### config.mk
export PLATFORM = sky130hd
export DESIGN_NAME = router_fifo
export DESIGN_NICKNAME = d
export VERILOG_FILES = /design/src/rtl/router_fifo.sv
export SDC_FILE = /design/constraint.sdc
export NUM_CORES = 1
export LEC_CHECK = 0
export ABC_AREA = 1
export BUFFER_PORTS_ARGS = -buffer_cell sky130_fd_sc_hd__buf_2
export CAP_MARGIN = 20
export CORE_MARGIN = 2
export CORE_UTILIZATION = 55
export CTS_CLUSTER_DIAMETER = 80
export DETAILED_ROUTE_END_ITERATION = 10
export GPL_TIMING_DRIVEN = 0
export PLACE_DENSITY = 0.8
export SLEW_MARGIN = 20
export SYNTH_ARGS = -nofsm -noshare
export SYNTH_HDL_FRONTEND = slang
export SYNTH_SLANG_ARGS = --single-unit
### constraint.sdc
create_clock -name clock -period 4 [get_ports clock]
set_clock_uncertainty 0.15 [all_clocks]
set_input_delay 0 -clock clock [delete_from_list [all_inputs] [get_ports clock]]
set_output_delay 0 -clock clock [all_outputs]
set_load 0.02 [all_outputs]
### src/rtl/router_fifo.sv
// Router output buffer: tagged byte FIFO with packet-length tracking.
// Optional sticky overflow/underflow flags under `ifdef ROUTER_FIFO_ERR_EN.
module router_fifo #(
    parameter int DATA_WIDTH = 8,
    parameter int DEPTH      = 16,
    parameter int ADDR_WIDTH = 4
) (
    input  logic                  clock,
    input  logic                  resetn,
    input  logic                  soft_reset,
    input  logic                  write_enb,
    input  logic                  lfd_state,
    input  logic [DATA_WIDTH-1:0] data_in,
    input  logic                  read_enb,
    output logic [DATA_WIDTH-1:0] data_out,
    output logic                  full,
    output logic                  empty,
    output logic                  pkt_busy
`ifdef ROUTER_FIFO_ERR_EN
    ,
    output logic                  err_ovf,
    output logic                  err_udf
`endif
);

    localparam int CW = 7;

    logic [DATA_WIDTH:0]   mem [DEPTH];
    logic [ADDR_WIDTH-1:0] wr_ptr;
    logic [ADDR_WIDTH-1:0] rd_ptr;
    logic [ADDR_WIDTH:0]   occ;
    logic [CW-1:0]         cnt;
    logic                  wr_acc;
    logic                  rd_acc;
    logic [DATA_WIDTH:0]   rd_word;

    assign full     = (occ == ADDR_WIDTH'(0) + (ADDR_WIDTH+1)'(DEPTH));
    assign empty    = (occ == '0);
    assign pkt_busy = (cnt != '0);
    assign wr_acc   = write_enb && !full;
    assign rd_acc   = read_enb && !empty;
    assign rd_word  = mem[rd_ptr];

    // Storage is not reset; a flush only moves the pointers.
    always_ff @(posedge clock) begin
        if (resetn && !soft_reset && wr_acc)
            mem[wr_ptr] <= {lfd_state, data_in};
    end

    always_ff @(posedge clock) begin
        if (!resetn || soft_reset) begin
            wr_ptr   <= '0;
            rd_ptr   <= '0;
            occ      <= '0;
            cnt      <= '0;
            data_out <= '0;
        end else begin
            if (wr_acc)
                wr_ptr <= wr_ptr + 1'b1;
            if (rd_acc) begin
                rd_ptr   <= rd_ptr + 1'b1;
                data_out <= rd_word[DATA_WIDTH-1:0];
                // A header always reloads: payload length plus parity byte.
                if (rd_word[DATA_WIDTH])
                    cnt <= CW'(rd_word[DATA_WIDTH-1:2]) + CW'(1);
                else if (cnt != '0)
                    cnt <= cnt - 1'b1;
            end
            unique case ({wr_acc, rd_acc})
                2'b10:   occ <= occ + 1'b1;
                2'b01:   occ <= occ - 1'b1;
                default: occ <= occ;
            endcase
        end
    end

`ifdef ROUTER_FIFO_ERR_EN
    always_ff @(posedge clock) begin
        if (!resetn || soft_reset) begin
            err_ovf <= 1'b0;
            err_udf <= 1'b0;
        end else begin
            if (write_enb && full)
                err_ovf <= 1'b1;
            if (read_enb && empty)
                err_udf <= 1'b1;
        end
    end
`endif

endmodule

==> impl_metrics.tcl <==
set metrics [dict create \
    outcome "finished, final reports clean" \
    ir_drop_mv 0.246 \
    globalplace.congestion 0.882 \
    ys_seq_area_frac 0.650 \
    worstSetupPathType "reg -> reg" \
    max_freq_mhz 298 \
    postSynthAreaPerCell_sq_um 10.5 \
    design.die.area_sq_um 14900 \
    die_h_microns 122 \
    final.period_utilization 0.838 \
    worst_hold_slack_ns 0.130 \
    n_antenna_cell 0 \
    cts_sinks 176 \
    antenna_found_initial 0 \
    synth_cell_type_count 35 \
    cap_violations 0 \
    ys_async_sr_fraction 0 \
    clk_pin_slew_ns 0.06 \
    yosys_warnings 0 \
    reg2reg_from "occ[0]" \
    ys_seq_elements 176 \
    synth_top_area_share 0.566 \
    setup_viol 0 \
    syn_nets 751 \
    dp_hpwl_mm 11.0 \
    rsz0062_at_grt "no" \
    cts_tree "yes" \
    tns_ns 0 \
    relSlewSlack 0.232 \
    cts_setup_buffers 0 \
    cts_resized 0 \
    drt_iter0_drc 855 \
    wire_per_inst_microns 18.9 \
    grt_use_total 0.252 \
    min_to "cnt[6]" \
    cp_slowest_cell "fa_1" \
    routed_wl_mm 18.4 \
    synth_edf_count 144 \
    worst_pin_slew_ns 1.15 \
    hold_depth 6 \
    htree_levels 4 \
    min_period_ns 3.35 \
    synth_area_leaders "edfxtp_1, dfxtp_1, nand2_1" \
    port_buffers 24 \
    r2r_slack_ns 0.65 \
    power_density_nw_per_um2 465 \
    netlist_top_cells_count "nand2_1, edfxtp_1, nand3_1" \
    crit_chain "nor4_2 > nand2_1 > nand2_2 > inv_1 > buf_2 > buf_6 > ha_1 > fa_1 > a21o_1 > a21oi_1 > o21ai_0 > a21o_1 > o21ai_0 > a21oi_1" \
    clk_path_buf_depth 2 \
    dieWidth_microns 122 \
    final_net_count 809 \
    worst_r2r_endpoint "occ[4]" \
    ys.flop_type "edfxtp_1" \
    crit_fanout 10 \
    report.final.hold_viol_count 0 \
    drive_above_1_share 0.137 \
    worstRegToRegCells 14 \
    via_count 5625 \
    yosys.area.top_type "edfxtp_1" \
    clk-insertion-delay-late_ns 0.43 \
    crit_path_start "occ[0]" \
    vias_per_cell 5.77 \
    dr.pass1.iters 7 \
    slew_violations 0 \
    initial_core_util 0.557 \
    numCtsBuffers 17 \
    area_delta_synth_final_pct 14.7 \
    grt_pass1_wl_mm 27.4 \
    synth_cells 725 \
    cp-end-kind "flop" \
    drtAntennaViolNets 0 \
    syn_area_sq_um 7640 \
    worst_ep_required_time_ns 4.17 \
    slowest_delay_ns 0.44 \
    min_from "resetn" \
    num_rows 43 \
    crit_path_start_kind "flop" \
    grt_start_max_net_pins 17 \
    hold_class "in -> reg" \
    drc_errors 0 \
    cts_root_buf "clkbuf_16" \
    crit_arrival_ns 3.52 \
    yosys.cell_count.top_type "nand2_1" \
    grt_pass1_vias 5334 \
    core_area_sq_um 13700 \
    grt_overflow 0 \
    power_leakage_uw 0.00349 \
    io-pin-count 25 \
]
[how the worst max path moves through the flow]
stage,to,cells after the start
final,occ[4],14
after global routing,occ[4],14
after CTS,occ[4],14
after detailed placement,occ[4],14
after global placement,occ[4],14
after floorplan,occ[4],14
[stage by stage]
| step | cell area [sq um] | worst slack, ns | power (uW) | util | cells |
|---|---|---|---|---|---|
| after detailed placement | 8010 | 0.723 | 2380 | 0.583 | 930 |
| after CTS | 8740 | 0.702 | 4060 | 0.637 | 974 |
| after global placement | 7990 | 0.863 | 2360 | 0.582 | 929 |
| after floorplan | 7640 | 1.13 | 2270 | - | 725 |
| after global routing | 8760 | 0.530 | 4170 | 0.639 | 975 |
| final | 8760 | 0.647 | 4070 | 0.639 | 975 |
[placed cells by master (no fill, tap or decap), drive strengths merged, types with 4 or more instances in the layout]
cell type | Yosys | layout
nand2 | 169 | 169
edfxtp | 144 | 144
nand3 | 81 | 81
nor2 | 81 | 81
inv | 69 | 69
buf | 26 | 52
o21ai | 48 | 48
dfxtp | 32 | 32
clkbuf | 5 | 24
a21oi | 22 | 22
dlygate4sd3 | 0 | 13
o211ai | 11 | 11
ha | 11 | 11
clkinv | 2 | 9
o221ai | 6 | 6
bufinv | 0 | 4
[worst max-delay path: cells and delay by family, from the launching register on]
family,cells,cell delay [ns]
adder cells (fa/ha/maj),2,0.71
AO/OA/AOI/OAI,6,0.94
buffers and inverters,3,0.47
flip-flops,1,0.36
AND/OR/NAND/NOR,3,0.61
[registers in the layout, summed over array words and instances, names as in the netlist, named ones only]
name	count
rd_ptr	4
wr_ptr	4
data_out	8
mem	144
occ	5
cnt	7
[per-layer routing]
layer  GRT usage  vias up  part of all wire
met1       0.312     2636              0.38
met4       0.138        0             0.038
met3      0.0534       59             0.098
met2       0.414      353              0.49
li1            -     2577                 -
met5           0        -                 0
[layout make-up]
cell class | instances | area [sq um]
Clock inverter | 12 | 168
Sequential cell | 176 | 4960
Clock buffer | 19 | 433
Fill cell | 982 | 4950
Timing Repair Buffer | 39 | 273
Tap cell | 180 | 225
Buffer | 31 | 243
Inverter | 71 | 272
Multi-Input combinational cell | 447 | 2190
[power by group]
group / total, uW / leakage (uW) / switching, uW / internal [uW]
registers: 2010 / 0.00155 / 12.7 / 2000
logic: 351 / 0.00164 / 234 / 117
clock network: 1710 / 0.000292 / 678 / 1040
[kinds of logic (layout without fill, tap and decap cells)]
logic type                 after synthesis  count (layout)  share of synthesized area
adders and majority gates               12              12                     0.0206
DFF                                    176             176                      0.650
AOI/OAI and AO/OA                       94              94                     0.0706
and+or+nand+nor                        337             337                      0.187
buffers and inverters                  102             172                     0.0673
xor gates and xnor gates                 4               4                    0.00459
[timing repair]
item | 4_1_cts | 5_1_grt
setup endpoints to repair | 0 | 0
endpoints found under the hold margin | 158 | 0
hold buffers | 13 | 0
(Power assumes the default switching activity.)
